[src/rtl/seq_pkg.sv]
// Shared definitions for the serial bit-stuffing path: FSM encoding and a
// constant-evaluable ceil(log2) helper used to size counters.
package seq_pkg;

    typedef enum logic [1:0] {
        ST_IDLE  = 2'b00,
        ST_SHIFT = 2'b01,
        ST_STUFF = 2'b10
    } state_t;

    // Number of bits needed to index 'value' distinct items (minimum 1).
    function automatic int clog2(input int value);
        int result;
        int v;
        result = 0;
        v      = value - 1;
        while (v > 0) begin
            result = result + 1;
            v      = v >> 1;
        end
        if (result == 0) begin
            result = 1;
        end else begin
            result = result;
        end
        return result;
    endfunction

endpackage

[src/rtl/seq_run_tracker.sv]
// Line-history tracker: remembers the last line bit and the length of the
// current run of identical bits, and flags when a complement must be forced.
module seq_run_tracker
    import seq_pkg::*;
#(
    parameter int MAX_RUN = 3
) (
    input  logic clk,
    input  logic rst,
    input  logic bit_en,
    input  logic bit_val,
    output logic stuff_req,
    output logic last_bit
);

    localparam int RUN_W = clog2(MAX_RUN + 1);

    logic [RUN_W-1:0] run_cnt_r;
    logic             last_bit_r;

    // Track the run of identical bits on the line; stuffed bits count too.
    always_ff @(posedge clk or posedge rst) begin
        if (rst) begin
            last_bit_r <= 1'b0;
            run_cnt_r  <= {RUN_W{1'b0}};
        end else if (bit_en) begin
            last_bit_r <= bit_val;
            if ((bit_val != last_bit_r) || (run_cnt_r == {RUN_W{1'b0}})) begin
                run_cnt_r <= RUN_W'(1);
            end else if (run_cnt_r != RUN_W'(MAX_RUN)) begin
                run_cnt_r <= run_cnt_r + RUN_W'(1);
            end else begin
                // A full run is always broken by a stuffed complement first,
                // so this hold only keeps the counter from ever wrapping.
                run_cnt_r <= run_cnt_r;
            end
        end else begin
            last_bit_r <= last_bit_r;
            run_cnt_r  <= run_cnt_r;
        end
    end

    assign stuff_req = (run_cnt_r == RUN_W'(MAX_RUN));
    assign last_bit  = last_bit_r;

endmodule

[src/rtl/seq_stuff_tx.sv]
// Serial bit-stuffing transmitter: accepts a word on valid/ready, shifts it
// out MSB-first and inserts a complement bit after every MAX_RUN identical
// line bits. All outputs are registered.
module seq_stuff_tx
    import seq_pkg::*;
#(
    parameter int DATA_W  = 8,
    parameter int MAX_RUN = 3
) (
    input  logic              clk,
    input  logic              rst,
    input  logic [DATA_W-1:0] in_data,
    input  logic              in_valid,
    output logic              in_ready,
    output logic              out_bit,
    output logic              out_valid,
    output logic              out_stuff,
    output logic              out_sof,
    output logic              busy
);

    localparam int IDX_W = clog2(DATA_W) + 1;

    state_t            state_r;
    logic [DATA_W-1:0] shreg_r;
    logic [IDX_W-1:0]  idx_r;      // data bits still to be emitted

    logic emit_en_s;
    logic emit_bit_s;
    logic stuff_req_s;
    logic last_bit_s;

    seq_run_tracker #(
        .MAX_RUN (MAX_RUN)
    ) u_run_tracker (
        .clk       (clk),
        .rst       (rst),
        .bit_en    (emit_en_s),
        .bit_val   (emit_bit_s),
        .stuff_req (stuff_req_s),
        .last_bit  (last_bit_s)
    );

    // Choose the line bit launched at the next edge (shared by FSM and tracker).
    always_comb begin
        emit_en_s  = 1'b0;
        emit_bit_s = 1'b0;
        case (state_r)
            ST_IDLE: begin
                if (in_valid && in_ready) begin
                    emit_en_s  = 1'b1;
                    emit_bit_s = in_data[DATA_W-1];
                end else begin
                    emit_en_s  = 1'b0;
                end
            end
            ST_SHIFT: begin
                if (stuff_req_s) begin
                    emit_en_s  = 1'b1;
                    emit_bit_s = ~last_bit_s;
                end else if (idx_r != {IDX_W{1'b0}}) begin
                    emit_en_s  = 1'b1;
                    emit_bit_s = shreg_r[DATA_W-1];
                end else begin
                    emit_en_s  = 1'b0;
                end
            end
            ST_STUFF: begin
                if (idx_r != {IDX_W{1'b0}}) begin
                    emit_en_s  = 1'b1;
                    emit_bit_s = shreg_r[DATA_W-1];
                end else begin
                    emit_en_s  = 1'b0;
                end
            end
            default: begin
                emit_en_s  = 1'b0;
            end
        endcase
    end

    // Word FSM with shift register and registered line outputs.
    always_ff @(posedge clk or posedge rst) begin
        if (rst) begin
            state_r   <= ST_IDLE;
            shreg_r   <= {DATA_W{1'b0}};
            idx_r     <= {IDX_W{1'b0}};
            in_ready  <= 1'b1;
            out_bit   <= 1'b0;
            out_valid <= 1'b0;
            out_stuff <= 1'b0;
            out_sof   <= 1'b0;
            busy      <= 1'b0;
        end else begin
            case (state_r)
                ST_IDLE: begin
                    if (in_valid && in_ready) begin
                        shreg_r   <= in_data << 1;
                        idx_r     <= IDX_W'(DATA_W - 1);
                        out_bit   <= emit_bit_s;
                        out_valid <= 1'b1;
                        out_stuff <= 1'b0;
                        out_sof   <= 1'b1;
                        in_ready  <= 1'b0;
                        busy      <= 1'b1;
                        state_r   <= ST_SHIFT;
                    end else begin
                        out_valid <= 1'b0;
                        out_stuff <= 1'b0;
                        out_sof   <= 1'b0;
                        in_ready  <= 1'b1;
                        busy      <= 1'b0;
                        state_r   <= ST_IDLE;
                    end
                end
                ST_SHIFT: begin
                    if (stuff_req_s) begin
                        // Run just hit the limit (possibly on the last data
                        // bit): force the complement before anything else.
                        out_bit   <= emit_bit_s;
                        out_valid <= 1'b1;
                        out_stuff <= 1'b1;
                        out_sof   <= 1'b0;
                        state_r   <= ST_STUFF;
                    end else if (idx_r != {IDX_W{1'b0}}) begin
                        shreg_r   <= {shreg_r[DATA_W-2:0], 1'b0};
                        idx_r     <= idx_r - IDX_W'(1);
                        out_bit   <= emit_bit_s;
                        out_valid <= 1'b1;
                        out_stuff <= 1'b0;
                        out_sof   <= 1'b0;
                        state_r   <= ST_SHIFT;
                    end else begin
                        out_valid <= 1'b0;
                        out_stuff <= 1'b0;
                        out_sof   <= 1'b0;
                        in_ready  <= 1'b1;
                        busy      <= 1'b0;
                        state_r   <= ST_IDLE;
                    end
                end
                ST_STUFF: begin
                    if (idx_r != {IDX_W{1'b0}}) begin
                        shreg_r   <= {shreg_r[DATA_W-2:0], 1'b0};
                        idx_r     <= idx_r - IDX_W'(1);
                        out_bit   <= emit_bit_s;
                        out_valid <= 1'b1;
                        out_stuff <= 1'b0;
                        out_sof   <= 1'b0;
                        state_r   <= ST_SHIFT;
                    end else begin
                        out_valid <= 1'b0;
                        out_stuff <= 1'b0;
                        out_sof   <= 1'b0;
                        in_ready  <= 1'b1;
                        busy      <= 1'b0;
                        state_r   <= ST_IDLE;
                    end
                end
                default: begin
                    out_valid <= 1'b0;
                    out_stuff <= 1'b0;
                    out_sof   <= 1'b0;
                    in_ready  <= 1'b1;
                    busy      <= 1'b0;
                    state_r   <= ST_IDLE;
                end
            endcase
        end
    end

endmodule

[config.mk]
export PLATFORM = sky130hd
export DESIGN_NAME = seq_stuff_tx
export DESIGN_NICKNAME = d
export VERILOG_FILES = /design/src/rtl/seq_pkg.sv /design/src/rtl/seq_run_tracker.sv /design/src/rtl/seq_stuff_tx.sv
export SDC_FILE = /design/constraint.sdc
export NUM_CORES = 1
export LEC_CHECK = 0
export BUFFER_PORTS_ARGS = -buffer_cell sky130_fd_sc_hd__buf_4
export CORE_UTILIZATION = 53
export CTS_BUF_LIST = sky130_fd_sc_hd__clkbuf_8
export CTS_CLUSTER_DIAMETER = 100
export DETAILED_ROUTE_END_ITERATION = 7
export GPL_ROUTABILITY_DRIVEN = 0
export PLACE_DENSITY = 0.77
export SKIP_CTS_REPAIR_TIMING = 1
export SYNTH_ARGS = -nofsm -noshare
export SYNTH_HDL_FRONTEND = slang
export SYNTH_SLANG_ARGS = --single-unit
[constraint.sdc]
create_clock -name clk -period 1.95 [get_ports clk]
set_clock_uncertainty 0.2 [all_clocks]
set_input_delay 0.4875 -clock clk [delete_from_list [all_inputs] [get_ports clk]]
set_output_delay 0.4875 -clock clk [all_outputs]
set_load 0.01 [all_outputs]
==> results.yml, run 1 <==
yosys:
  synth_ff_type: "dfrtp_1"
  synth_fa_ha_area_share_pct: 6.93
  asyncSetResetFlopFracSynth_pct: 100
  synth_commonest_cells: "dfrtp_1 (21), nor2_1 (18), inv_1 (11)"
  synthTopCellsByArea: "dfrtp_1 (42%), ha_1 (6.9%), nor2_1 (5.3%)"
  yosysWarnings: 0
  synth_edf_count: 0
  yosysSeqAreaShare_pct: 43.7
  synth_compound_area_share_pct: 22.0
  muxShareOfSynthArea_pct: 4.75
  synth-xor-area-share_pct: 0.693
  synth.distinct_cells: 47
  ys_seq_elements: 22
  synthSimpleGateAreaFrac_pct: 16.4
  syn-instance-count: 130
  synth_top_area_cell: "dfrtp_1"
  synth_top_family_by_area: "compound AO/OA/AOI/OAI gates"
  yosysMostFrequentCell: "dfrtp_1"
  syn_area_per_cell_um2: 9.72
  syn-num-nets: 148
  synth_top_area_share_pct: 41.6
  synth_area_um2: 1260
cts:
  clk_pin_slew_worst_paths_ns: 0.08
  h-tree-depth: 1
  clock-sinks: 22
  cts_tree: "done"
  cts_buffers: 3
  clk_latency_ns: 0.27
  clockBufferDepth: 2
  root_buffer: "clkbuf_8"
placed_design:
  dp_hpwl_um: 2040
  pre_cts_ws_ns: -0.152
  io_buffers: 16
  place_area_um2: 1510
grt:
  grt_first_pass_wirelength_um: 4580
  grt_max_degree: 23
  antenna_found_initial: 0
  track_usage_pct: 23.8
  first_global_vias: 1051
  overflow: 0
timing:
  fmax_ghz: 0.493
  finalCritPeriodShare_pct: 104
  finalHoldViolCount: 0
  hold_ws_ns: 0.0531
  maxSlewHeadroom_pct: 74.1
  setup_tns_ns: -0.213
  tightest_slew_ns: 0.386
  setup_viol: 3
  drv_slew: 0
  setup_slack_ns: -0.0776
  rsz0062_at_grt: "yes"
  layout_min_cycle_time_ns: 2.03
pwr:
  cellLeakagePower_nw: 0.815
  p_per_area_nw_per_um2: 1890
  power_mw: 3.27
  peakVddDrop_mv: 1.23
run_status:
  status: "finished with violations"
  violations: "negative setup slack"
setup_path:
  startpoint: "idx_r[0]"
  required_ns: 1.96
  crit_fanout: 5
  crit-reg2reg-launch: "idx_r[0]"
  start_kind: "register"
  criticalPathCategory: "register to register"
  critPathCaptureType: "register"
  cp.arrival_ns: 2.04
routing:
  viasPerCell: 5.91
  top_layer_used: "met4"
  drtPass1Iterations: 4
  wirelength_um: 3210
  route.met3.wl_um: 161
  postRouteAntennaNets: 0
  drt-met1-wl_um: 1330
  vias: 1147
  wl_met2_um: 1670
  wl_per_cell_um: 16.5
  drc_errors: 0
  first_iter_violations: 20
die:
  pin_count: 17
  die_h_um: 50.8
  rows: 17
  die_area_um2: 2580
  design.core.area_um2: 2230
  die_w_um: 50.8
  initial_core_util_pct: 56.6
hold_path:
  min_path_type: "input port to async pin"
cells_and_area:
  design_area_um2: 1730
  drive_gt1_share_pct: 39.8
  fin_nets: 185
  n_fill_cell: 162
  area_delta_synth_final_pct: 36.6
  seqCellArea_um2: 552
  n_antenna_cell: 0
  multiInputGateArea_um2: 736
flow_run:
  drv_cap: 0
[cell families (layout without fill, tap and decap cells)]
group | after synthesis | after routing
XOR/XNOR | 1 | 1
multiplexers | 6 | 6
AND/OR/NAND/NOR | 41 | 41
adder cells (fa/ha/maj) | 7 | 7
flip-flops | 22 | 22
buffers and inverters | 16 | 52
AO/OA/AOI/OAI | 37 | 37
[power by group]
part	switching (mW)	internal [mW]
Clock	0.156	0.141
Combinational	1.06	1.09
Sequential	0.147	0.670
Total	1.37	1.90
[layer usage]
| layer | up-vias | GRT usage (%) |
|---|---|---|
| met3 | 4 | 2.68 |
| met5 | - | 0 |
| met2 | 47 | 40.0 |
| met1 | 554 | 31.6 |
| li1 | 542 | - |
| met4 | 0 | 8.80 |
[placed cells by master, fill, tap and decap left out, types with 3 or more instances in the layout]
cell type,instances
nand2_1,5
ha_1,3
buf_4,31
nor2_1,18
mux2i_1,6
buf_6,3
a21oi_2,4
nor3_1,3
o22ai_1,4
a21oi_1,8
clkbuf_8,3
dfrtp_1,21
inv_1,10
[sequential cells by signal (all words and copies together) (netlist names)]
signal	count
busy	1
idx_r	4
in_ready	1
out_bit	1
out_sof	1
out_stuff	1
out_valid	1
shreg_r	7
state_r	2
u_run_tracker.last_bit	1
u_run_tracker.run_cnt_r	2
[critical path: stages (launching register included)]
cell and delay (ns):
dfrtp_1 0.39, inv_1 0.07, ha_2 0.17, or3b_4 0.42, o211ai_4 0.12, buf_6 0.13, a211oi_2 0.06, o32ai_2 0.26
o21a_1 0.15
[final cells by class]
type	count	share of cell area [%]
Tap cell	28	2.03
Inverter	12	2.75
Sequential cell	22	32.0
Multi-Input combinational cell	92	42.6
Timing Repair Buffer	36	18.0
Clock inverter	1	0.217
Clock buffer	3	2.39
[metrics by stage]
| stage | utilization, % | instances |
|---|---|---|
| final | 77.3 | 194 |
| after global routing | 77.3 | 194 |
| after CTS | 69.8 | 190 |
| after detailed placement | 67.8 | 186 |
| after global placement | 67.8 | 186 |
| after floorplan | - | 130 |
[worst paths after layout]
check / end / slack (ns) / cells after the start
max: u_run_tracker.run_cnt_r[0] / -0.08 / 8
min: shreg_r[4] / 0.05 / 3
max reg2reg: u_run_tracker.run_cnt_r[0] / -0.08 / 8
min reg2reg: shreg_r[2] / 0.33 / 2
max in group asynchronous: in_ready / 1.21 / 3
min in group clk: shreg_r[1] / 0.23 / 3
No activity file was read; power rests on OpenSTA's default activity.
==> run 2, diff against run 1 <==
- CELL_PAD_IN_SITES_DETAIL_PLACEMENT: unset -> 1
- CELL_PAD_IN_SITES_GLOBAL_PLACEMENT: unset -> 1
- CORE_UTILIZATION: 53 -> 41
- PLACE_DENSITY: 0.77 -> unset
- PLACE_DENSITY_LB_ADDON: unset -> 0.1
==> results.yml, run 2 (synthesis gave the netlist of run 1 again) <==
cts:
  h-tree-depth: 1
  clk_latency_ns: 0.27
  cts_tree: "done"
  clockBufferDepth: 2
  clock-sinks: 22
  clk_pin_slew_worst_paths_ns: 0.09
  root_buffer: "clkbuf_8"
  cts_buffers: 3
timing:
  fmax_ghz: 0.486
  setup_viol: 3
  tightest_slew_ns: 0.415
  finalHoldViolCount: 0
  hold_ws_ns: 0.00519
  maxSlewHeadroom_pct: 72.3
  finalCritPeriodShare_pct: 105
  setup_slack_ns: -0.107
  drv_slew: 0
  rsz0062_at_grt: "yes"
  layout_min_cycle_time_ns: 2.06
cells_and_area:
  largest_reg_flops: 7
  final_cell_mix: "buf_4 (41), dfrtp_1 (21), nor2_1 (15)"
  top_register: "shreg_r"
  fin_cells: 203
  fin_nets: 191
  drive_gt1_share_pct: 44.8
  reg.largest.list: "shreg_r x7, idx_r x4"
  area_delta_synth_final_pct: 41.3
  final_common_cell: "buf_4"
  n_antenna_cell: 0
grt:
  grt_max_degree: 16
  overflow: 0
  grt_first_pass_wirelength_um: 5820
  antenna_found_initial: 0
  track_usage_pct: 23.1
  first_global_vias: 1235
routing:
  first_iter_violations: 30
  drc_errors: 0
  wl_per_cell_um: 19.1
  wirelength_um: 3890
  drtPass1Iterations: 4
  vias: 1188
  postRouteAntennaNets: 0
  viasPerCell: 5.85
setup_path:
  critPathCaptureType: "register"
  crit_fanout: 5
  startpoint: "state_r[0]"
  cp_num_buf_inv: 3
  path_depth: 9
  criticalPathCategory: "register to register"
  required_ns: 1.95
  cp.arrival_ns: 2.05
  cpLargestDelayFamily: "flip-flops"
  worst_path_most_repeated_cell: "buf_4"
  cp_cell_sequence: "inv_2 > ha_4 > buf_4 > nor2_4 > a2111oi_4 > buf_4 > nand2_2 > xor2_1 > nor2_1"
  crit-reg2reg-launch: "state_r[0]"
  cp_slowest_stage_delay_ns: 0.45
  rrSetupSlack_ns: -0.11
  r2r_end: "idx_r[3]"
  cp_slowest_cell: "dfrtp_1"
  start_kind: "register"
  rr_worst_depth: 9
run_status:
  status: "finished with violations"
  violations: "negative setup slack"
placed_design:
  dp_cells: 196
  dp_hpwl_um: 2530
  io_buffers: 16
pwr:
  cellLeakagePower_nw: 0.837
  peakVddDrop_mv: 0.966
  p_per_area_nw_per_um2: 1920
die:
  die_w_um: 57.5
  rows: 19
  die_h_um: 57.5
  initial_core_util_pct: 44.7
  design.core.area_um2: 2830
  pin_count: 17
  die_area_um2: 3310
flow_run:
  drv_cap: 0
hold_path:
  min_path_type: "input port to async pin"
run 2: changes by cell type in the layout (fill, tap and decap cells not counted), sizes merged:
cell    previous run  this run
buf               35        42
bufinv             0         1
inv               13        12
clkbuf             4         3
run 2: how the worst max path moves through the flow:
stage	end	slack [ns]
after floorplan	idx_r[2]	-0.04
after CTS	idx_r[1]	-0.17
after global routing	idx_r[3]	-0.17
after global placement	out_bit	-0.03
after detailed placement	idx_r[1]	-0.15
final	idx_r[3]	-0.11
run 2: metrics by stage:
| stage | area (µm²) | setup WS (ns) | power, mW | TNS (ns) | util [%] |
|---|---|---|---|---|---|
| floorplan | 1260 | -0.0422 | 1.94 | -0.153 | - |
| global placement | 1570 | -0.0301 | 2.46 | -0.0623 | 55.5 |
| detailed placement | 1570 | -0.151 | 2.56 | -1.05 | 55.5 |
| CTS | 1640 | -0.167 | 3.01 | -1.34 | 58.0 |
| global route | 1790 | -0.165 | 3.64 | -1.02 | 63.1 |
| finish | 1790 | -0.107 | 3.43 | -0.178 | 63.1 |
run 2: worst reg2reg max path, delay by kind of cell, from the launching register on:
| family | cells | cell delay (ns) |
|---|---|---|
| AOI/OAI and AO/OA | 1 | 0.36 |
| xor gates and xnor gates | 1 | 0.15 |
| adders and majority gates | 1 | 0.16 |
| buffers and inverters | 3 | 0.43 |
| DFF | 1 | 0.45 |
| and+or+nand+nor | 3 | 0.23 |
run 2: cell type report:
cell class,count,area (µm²)
clock buffer,3,41.3
inverter,12,45.0
sequential,22,552
fill,321,1040
multi-input combinational,92,759
clock inverter,1,30.0
tap,31,38.8
timing repair buffer,42,319
run 2: report_power, final:
part	total [mW]	switching [mW]	internal, mW
sequential	0.835	0.165	0.670
clock	0.439	0.164	0.275
combinational	2.15	1.11	1.04
total	3.43	1.44	1.99
run 2: metal layers:
| metal | vias up | GRT usage [%] | part of all wire [%] |
|---|---|---|---|
| li1 | 543 | - | - |
| met1 | 611 | 30.0 | 42 |
| met2 | 28 | 40.2 | 54 |
| met3 | 6 | 2.49 | 2.9 |
| met4 | 0 | 6.97 | 1.6 |
| met5 | - | 0 | 0 |
